`config.mk`:
```
export PLATFORM = sky130hd
export DESIGN_NAME = sp_req_ctrl_flat
export DESIGN_NICKNAME = d
export VERILOG_FILES = /design/src/rtl/sp_req_ctrl_if.sv /design/src/rtl/sp_req_ctrl.sv /design/src/flat_wrapper.sv
export SDC_FILE = /design/constraint.sdc
export NUM_CORES = 1
export LEC_CHECK = 0
export ABC_AREA = 1
export CAP_MARGIN = 25
export CORE_MARGIN = 1.5
export CORE_UTILIZATION = 40
export CTS_BUF_LIST = sky130_fd_sc_hd__clkbuf_4
export CTS_CLUSTER_SIZE = 14
export DETAILED_ROUTE_END_ITERATION = 8
export DONT_BUFFER_PORTS = 1
export SLEW_MARGIN = 20
export SYNTH_ARGS = -nofsm -noshare
export SYNTH_HDL_FRONTEND = slang
export SYNTH_SLANG_ARGS = --single-unit
```
`constraint.sdc`:
```
create_clock -name clk -period 7.7 [get_ports clk]
set_input_delay 2.31 -clock clk [delete_from_list [all_inputs] [get_ports clk]]
set_output_delay 2.31 -clock clk [all_outputs]
set_load 0.05 [all_outputs]
```
`src/rtl/sp_req_ctrl_if.sv`:
```
// Request, response and RAM-pin bundle for sp_req_ctrl.
// slave = controller view, master = requester/RAM-side view.
interface sp_req_ctrl_if #(
  parameter int DW = 32,
  parameter int AW = 32
);
  logic          req_valid;
  logic          req_ready;
  logic          req_we;
  logic [AW-1:0] req_addr;
  logic [DW-1:0] req_wdata;
  logic          rsp_valid;
  logic          rsp_ready;
  logic [DW-1:0] rsp_rdata;
  logic          rsp_err;
  logic          mem_cs;
  logic          mem_we;
  logic          mem_oe;
  logic [AW-1:0] mem_addr;
  logic [DW-1:0] mem_wdata;
  logic [DW-1:0] mem_rdata;
  logic          busy;

  modport slave (
    input  req_valid, req_we, req_addr, req_wdata, rsp_ready, mem_rdata,
    output req_ready, rsp_valid, rsp_rdata, rsp_err,
           mem_cs, mem_we, mem_oe, mem_addr, mem_wdata, busy
  );

  modport master (
    output req_valid, req_we, req_addr, req_wdata, rsp_ready, mem_rdata,
    input  req_ready, rsp_valid, rsp_rdata, rsp_err,
           mem_cs, mem_we, mem_oe, mem_addr, mem_wdata, busy
  );
endinterface

```
`src/rtl/sp_req_ctrl.sv`:
```
// In-order request FIFO plus single-access FSM driving a single-port RAM.
// Optional out-of-range address filtering: define SP_REQ_CTRL_RANGE_CHECK_EN.
module sp_req_ctrl #(
  parameter int DW         = 32,
  parameter int AW         = 32,
  parameter int FIFO_DEPTH = 4,
  parameter int MEM_DEPTH  = 256
) (
  input logic          clk,
  input logic          rst,
  sp_req_ctrl_if.slave bus
);
  localparam int PW = $clog2(FIFO_DEPTH);
  localparam int CW = PW + 1;
`ifdef SP_REQ_CTRL_RANGE_CHECK_EN
  localparam bit RANGE_CHK = 1'b1;
`else
  localparam bit RANGE_CHK = 1'b0;
`endif

  typedef enum logic [1:0] {S_IDLE, S_ISSUE, S_CAPTURE, S_RESP} state_t;

  state_t                state_q, state_d;
  logic [FIFO_DEPTH-1:0] fifo_we_q;
  logic [AW-1:0]         fifo_addr_q  [FIFO_DEPTH];
  logic [DW-1:0]         fifo_wdata_q [FIFO_DEPTH];
  logic [PW-1:0]         wr_ptr_q, rd_ptr_q;
  logic [CW-1:0]         count_q, count_d;
  logic                  req_ready_q, busy_q;
  logic                  rsp_valid_q, rsp_valid_d, rsp_err_q, rsp_err_d;
  logic [DW-1:0]         rsp_rdata_q, rsp_rdata_d;
  logic                  mem_cs_q, mem_cs_d, mem_we_q, mem_we_d, mem_oe_q, mem_oe_d;
  logic [AW-1:0]         mem_addr_q, mem_addr_d;
  logic [DW-1:0]         mem_wdata_q, mem_wdata_d;
  logic                  push_s, pop_s, head_oor_s;

  assign push_s     = bus.req_valid && req_ready_q;
  assign pop_s      = (state_q == S_IDLE) && (count_q != {CW{1'b0}});
  assign count_d    = count_q + CW'(push_s) - CW'(pop_s);
  assign head_oor_s = RANGE_CHK && (fifo_addr_q[rd_ptr_q] >= AW'(MEM_DEPTH));

  // FIFO storage; contents are don't-care until written, so no reset
  always_ff @(posedge clk) begin
    if (push_s) begin
      fifo_we_q[wr_ptr_q]    <= bus.req_we;
      fifo_addr_q[wr_ptr_q]  <= bus.req_addr;
      fifo_wdata_q[wr_ptr_q] <= bus.req_wdata;
    end
  end

  // Next-state and next-output logic of the access FSM
  always_comb begin
    state_d     = state_q;
    mem_cs_d    = mem_cs_q;
    mem_we_d    = mem_we_q;
    mem_oe_d    = mem_oe_q;
    mem_addr_d  = mem_addr_q;
    mem_wdata_d = mem_wdata_q;
    rsp_valid_d = rsp_valid_q;
    rsp_rdata_d = rsp_rdata_q;
    rsp_err_d   = rsp_err_q;
    case (state_q)
      S_IDLE: begin
        if (pop_s) begin
          mem_addr_d  = fifo_addr_q[rd_ptr_q];
          mem_wdata_d = fifo_wdata_q[rd_ptr_q];
          if (!head_oor_s) begin
            mem_cs_d = 1'b1;
            mem_we_d = fifo_we_q[rd_ptr_q];
            state_d  = S_ISSUE;
          end else if (fifo_we_q[rd_ptr_q]) begin
            state_d = S_ISSUE;
          end else begin
            state_d = S_RESP;
          end
        end else begin
          state_d = S_IDLE;
        end
      end
      // A dropped write reaches here with cs low and simply retires
      S_ISSUE: begin
        mem_cs_d = 1'b0;
        mem_we_d = 1'b0;
        if (mem_cs_q && !mem_we_q) begin
          mem_oe_d = 1'b1;
          state_d  = S_CAPTURE;
        end else begin
          state_d = S_IDLE;
        end
      end
      S_CAPTURE: begin
        rsp_rdata_d = bus.mem_rdata;
        rsp_valid_d = 1'b1;
        rsp_err_d   = 1'b0;
        mem_oe_d    = 1'b0;
        state_d     = S_RESP;
      end
      // Entering without a valid response means an out-of-range read
      S_RESP: begin
        if (!rsp_valid_q) begin
          rsp_valid_d = 1'b1;
          rsp_rdata_d = {DW{1'b0}};
          rsp_err_d   = 1'b1;
          state_d     = S_RESP;
        end else if (bus.rsp_ready) begin
          rsp_valid_d = 1'b0;
          rsp_err_d   = 1'b0;
          state_d     = S_IDLE;
        end else begin
          state_d = S_RESP;
        end
      end
      default: begin
        mem_cs_d    = 1'b0;
        mem_we_d    = 1'b0;
        mem_oe_d    = 1'b0;
        rsp_valid_d = 1'b0;
        state_d     = S_IDLE;
      end
    endcase
  end

  // State, pointers and registered outputs
  always_ff @(posedge clk or posedge rst) begin
    if (rst) begin
      state_q     <= S_IDLE;
      wr_ptr_q    <= {PW{1'b0}};
      rd_ptr_q    <= {PW{1'b0}};
      count_q     <= {CW{1'b0}};
      req_ready_q <= 1'b0;
      busy_q      <= 1'b0;
      rsp_valid_q <= 1'b0;
      rsp_rdata_q <= {DW{1'b0}};
      rsp_err_q   <= 1'b0;
      mem_cs_q    <= 1'b0;
      mem_we_q    <= 1'b0;
      mem_oe_q    <= 1'b0;
      mem_addr_q  <= {AW{1'b0}};
      mem_wdata_q <= {DW{1'b0}};
    end else begin
      state_q     <= state_d;
      count_q     <= count_d;
      if (push_s) wr_ptr_q <= wr_ptr_q + PW'(1);
      if (pop_s)  rd_ptr_q <= rd_ptr_q + PW'(1);
      req_ready_q <= (count_d != CW'(FIFO_DEPTH));
      busy_q      <= (count_d != {CW{1'b0}}) || (state_d != S_IDLE);
      rsp_valid_q <= rsp_valid_d;
      rsp_rdata_q <= rsp_rdata_d;
      rsp_err_q   <= rsp_err_d;
      mem_cs_q    <= mem_cs_d;
      mem_we_q    <= mem_we_d;
      mem_oe_q    <= mem_oe_d;
      mem_addr_q  <= mem_addr_d;
      mem_wdata_q <= mem_wdata_d;
    end
  end

  assign bus.req_ready = req_ready_q;
  assign bus.busy      = busy_q;
  assign bus.rsp_valid = rsp_valid_q;
  assign bus.rsp_rdata = rsp_rdata_q;
  assign bus.rsp_err   = rsp_err_q;
  assign bus.mem_cs    = mem_cs_q;
  assign bus.mem_we    = mem_we_q;
  assign bus.mem_oe    = mem_oe_q;
  assign bus.mem_addr  = mem_addr_q;
  assign bus.mem_wdata = mem_wdata_q;
endmodule

```
`src/flat_wrapper.sv`:
```
// flat-port wrapper written by rule: the top's interface ports become plain ports
module sp_req_ctrl_flat 
#(
  parameter int DW         = 32,
  parameter int AW         = 32,
  parameter int FIFO_DEPTH = 4,
  parameter int MEM_DEPTH  = 256
)
  (clk, rst, bus_req_valid, bus_req_we, bus_req_addr, bus_req_wdata, bus_rsp_ready, bus_mem_rdata, bus_req_ready, bus_rsp_valid, bus_rsp_rdata, bus_rsp_err, bus_mem_cs, bus_mem_we, bus_mem_oe, bus_mem_addr, bus_mem_wdata, bus_busy);
  sp_req_ctrl_if #(.DW(DW), .AW(AW)) bus_i ();
  input logic clk;
  input logic rst;
  input wire logic [$bits(bus_i.req_valid)-1:0] bus_req_valid;
  input wire logic [$bits(bus_i.req_we)-1:0] bus_req_we;
  input wire logic [$bits(bus_i.req_addr)-1:0] bus_req_addr;
  input wire logic [$bits(bus_i.req_wdata)-1:0] bus_req_wdata;
  input wire logic [$bits(bus_i.rsp_ready)-1:0] bus_rsp_ready;
  input wire logic [$bits(bus_i.mem_rdata)-1:0] bus_mem_rdata;
  output wire logic [$bits(bus_i.req_ready)-1:0] bus_req_ready;
  output wire logic [$bits(bus_i.rsp_valid)-1:0] bus_rsp_valid;
  output wire logic [$bits(bus_i.rsp_rdata)-1:0] bus_rsp_rdata;
  output wire logic [$bits(bus_i.rsp_err)-1:0] bus_rsp_err;
  output wire logic [$bits(bus_i.mem_cs)-1:0] bus_mem_cs;
  output wire logic [$bits(bus_i.mem_we)-1:0] bus_mem_we;
  output wire logic [$bits(bus_i.mem_oe)-1:0] bus_mem_oe;
  output wire logic [$bits(bus_i.mem_addr)-1:0] bus_mem_addr;
  output wire logic [$bits(bus_i.mem_wdata)-1:0] bus_mem_wdata;
  output wire logic [$bits(bus_i.busy)-1:0] bus_busy;
  assign bus_i.req_valid = bus_req_valid;
  assign bus_i.req_we = bus_req_we;
  assign bus_i.req_addr = bus_req_addr;
  assign bus_i.req_wdata = bus_req_wdata;
  assign bus_i.rsp_ready = bus_rsp_ready;
  assign bus_i.mem_rdata = bus_mem_rdata;
  assign bus_req_ready = bus_i.req_ready;
  assign bus_rsp_valid = bus_i.rsp_valid;
  assign bus_rsp_rdata = bus_i.rsp_rdata;
  assign bus_rsp_err = bus_i.rsp_err;
  assign bus_mem_cs = bus_i.mem_cs;
  assign bus_mem_we = bus_i.mem_we;
  assign bus_mem_oe = bus_i.mem_oe;
  assign bus_mem_addr = bus_i.mem_addr;
  assign bus_mem_wdata = bus_i.mem_wdata;
  assign bus_busy = bus_i.busy;
  sp_req_ctrl #(.DW(DW), .AW(AW), .FIFO_DEPTH(FIFO_DEPTH), .MEM_DEPTH(MEM_DEPTH)) u_core (.clk(clk), .rst(rst), .bus(bus_i));
endmodule
```
==> results.cfg <==
[drt]
drtIter0Drc = 464
vias = 9734
antenna_left = 0
dr.pass1.iters = 4
drc = 0
routedWlPerCell_microns = 15.4
vias_per_cell = 4.51
totalWireLength_microns = 33100

[sta]
finalCritPeriodShare_pct = 48.6
finalHoldViolations = 0
timing.slew.headroom_pct = 30.1
fin_tns_setup_ns = 0
rsz0062_at_grt = false
setup_violations = 0
finalWorstPathRequiredPeriod_ns = 3.74
worst_pin_slew_ns = 1.05
slew_viol_final = 0
fmax_mhz = 267
fin_skew_ns = 0.0424

[global_route]
grt_usage_pct = 17.0
first_global_vias = 9536
antenna_found_initial = 1
overflow = 0
grt_max_degree = 93
grt_pass1_wl_microns = 51200

[min_path]
hp-start = u_core.state_q[1]
hp-class = flop to flop
hold_path_end = u_core.bus.rsp_valid
whs_path_depth = 1

[clocking]
cts.sinks = 372
clockBufferDepth = 3
cts_buffers = 96
cts_hold_buffers = 0
path_clk_slew_ns = 0.08
clk_latency_ns = 0.75
clockRootBuffer = clkbuf_4
cts_max_level = 3
cts_tree = yes
cts_setup_buffers = 0
cts_resized = 0

[power]
p_total_uw = 7500
p_per_area_nw_per_um2 = 438
vdd_ir_drop_max_mv = 0.203
power.leakage_uw = 0.00821

[finish]
final_nets = 1671
area_growth_pct = 11.3
fin_area_sq_um = 17100
final_core_util_pct = 45.3
drive_gt1_share_pct = 11.4

[floorplan]
fp.dieH_microns = 199
die_w_microns = 199
initial_core_util_pct = 40.7
core_sq_um = 37800
die_area_sq_um = 39600
rows = 71
ioPinCount = 204

[logic_synthesis]
synth-main-ff-cell = edfxtp_1
synth-seq-cells = 372
synth_edf_count = 260
syn-cell-area_sq_um = 15400
ys.warnings.count = 0
yosys-top-cells-area = edfxtp_1, dfrtp_1, nand2_1
yosys.area_share.simple_pct = 20.5
syn_avg_cell_area_sq_um = 10.1
syn_inst = 1521
synth_top_cell_by_area = edfxtp_1
synth_top_cells_by_count = nand2_1, inv_1, edfxtp_1
synth-async-reset-ratio_pct = 30.1
netlist-cell-type-count = 22
synth-xor-area-share_pct = 0.171
synth_top_family_by_area = simple AND/OR/NAND/NOR gates
yosys.cell_count.top_type = nand2_1
synth_top_area_share_pct = 50.8
synthAdderAreaFrac_pct = 0.618
synthMuxAreaShare_pct = 0
syn_nets = 1629
yosysSeqAreaShare_pct = 69.0
synth_compound_area_share_pct = 0.195

[placed_design]
io_buffers = 0
dp_hpwl_microns = 19000
place_congestion = 0.716
dpl-instance-area_sq_um = 15800

[critical_path]
ff2ff_path_depth = 7
rrSetupSlack_ns = 4.74
crit_type = flop to output pin
cp_data_required_time_ns = 5.39
r2r_end = u_core.bus.mem_wdata[26]
endpoint_kind = output pin
crit_fanout = 3
cp-start-kind = flop
crit_start = u_core.bus.mem_we
worstPathArrival_ns = 1.43
r2r-start = u_core.rd_ptr_q[0]

[flow_run]
cap_violations = 0

[outcome]
status = complete, no violations
==> report_power, final <==
group	leakage, uW	total, uW	internal (uW)	switching [uW]
Combinational	0.00365	1820	563	1260
Sequential	0.00377	3920	2690	1230
Clock	0.000789	1760	981	777
Total	0.00821	7500	4240	3260
==> how the worst max path moves through the flow <==
stage | to | slack, ns | cells after the start
final | bus_mem_we | 3.96 | 0
after global routing | bus_mem_we | 3.85 | 0
after CTS | bus_mem_we | 3.85 | 0
after detailed placement | u_core.fifo_addr_q[0][18] | 3.17 | 3
after global placement | u_core.fifo_addr_q[0][15] | 3.20 | 3
after floorplan | u_core.fifo_addr_q[0][0] | 2.01 | 2
==> cell type report <==
class / count / area (sq um)
fill: 3548 / 20600
timing repair buffer: 12 / 130
inverter: 285 / 1080
tap: 511 / 639
antenna: 2 / 5.00
sequential: 372 / 10600
clock inverter: 22 / 141
clock buffer: 156 / 1170
multi-input combinational: 796 / 3340
==> cell families after synthesis <==
kind of cell / Yosys count
and+or+nand+nor: 780
xor gates and xnor gates: 3
buffers and inverters: 353
DFF: 372
adders and majority gates: 7
AOI/OAI and AO/OA: 6
==> layout by cell type, fill, tap and decap left out, types with 2 or more instances in the layout <==
cell and count:
a21oi_1 2, buf_4 9, bufinv_16 2, clkbuf_4 156
clkinv_1 15, clkinv_2 5, dfrtp_1 110, dfrtp_4 2
diode_2 2, edfxtp_1 260, ha_1 6, inv_1 280
inv_2 3, nand2_1 603, nand3_1 167, nor2_1 3
nor2_4 5, o21ai_0 3, xor2_1 2
==> state kept, by name (all words and copies together), names as in the netlist, 3 cells and up <==
register              cells
u_core.fifo_wdata_q     128
u_core.count_q            3
u_core.fifo_addr_q      128
u_core.bus.mem_addr      32
u_core.fifo_we_q          4
u_core.bus.rsp_rdata     32
u_core.bus.mem_wdata     32
==> metrics by stage <==
| stage | hold WS (ns) | instances | setup slack (ns) |
|---|---|---|---|
| 2_1_floorplan | 0.558 | 1521 | 2.01 |
| 3_3_place_gp | 0.618 | 1973 | 3.20 |
| 3_5_place_dp | 0.628 | 1974 | 3.17 |
| 4_1_cts | 0.627 | 2152 | 3.85 |
| 5_1_grt | 0.672 | 2155 | 3.85 |
| 6_report | 0.628 | 2156 | 3.96 |
==> per-layer routing <==
metal  vias up  share of wire, %  track usage (%)  routed length (microns)
met1      4586                42             20.1                    13900
met5         -                 0                0                        0
li1       4863                 -                -                        -
met3        43               8.3             6.45                     2730
met2       242                48             27.9                    15900
met4         0               1.8             6.90                      605
(Power assumes the default switching activity.)
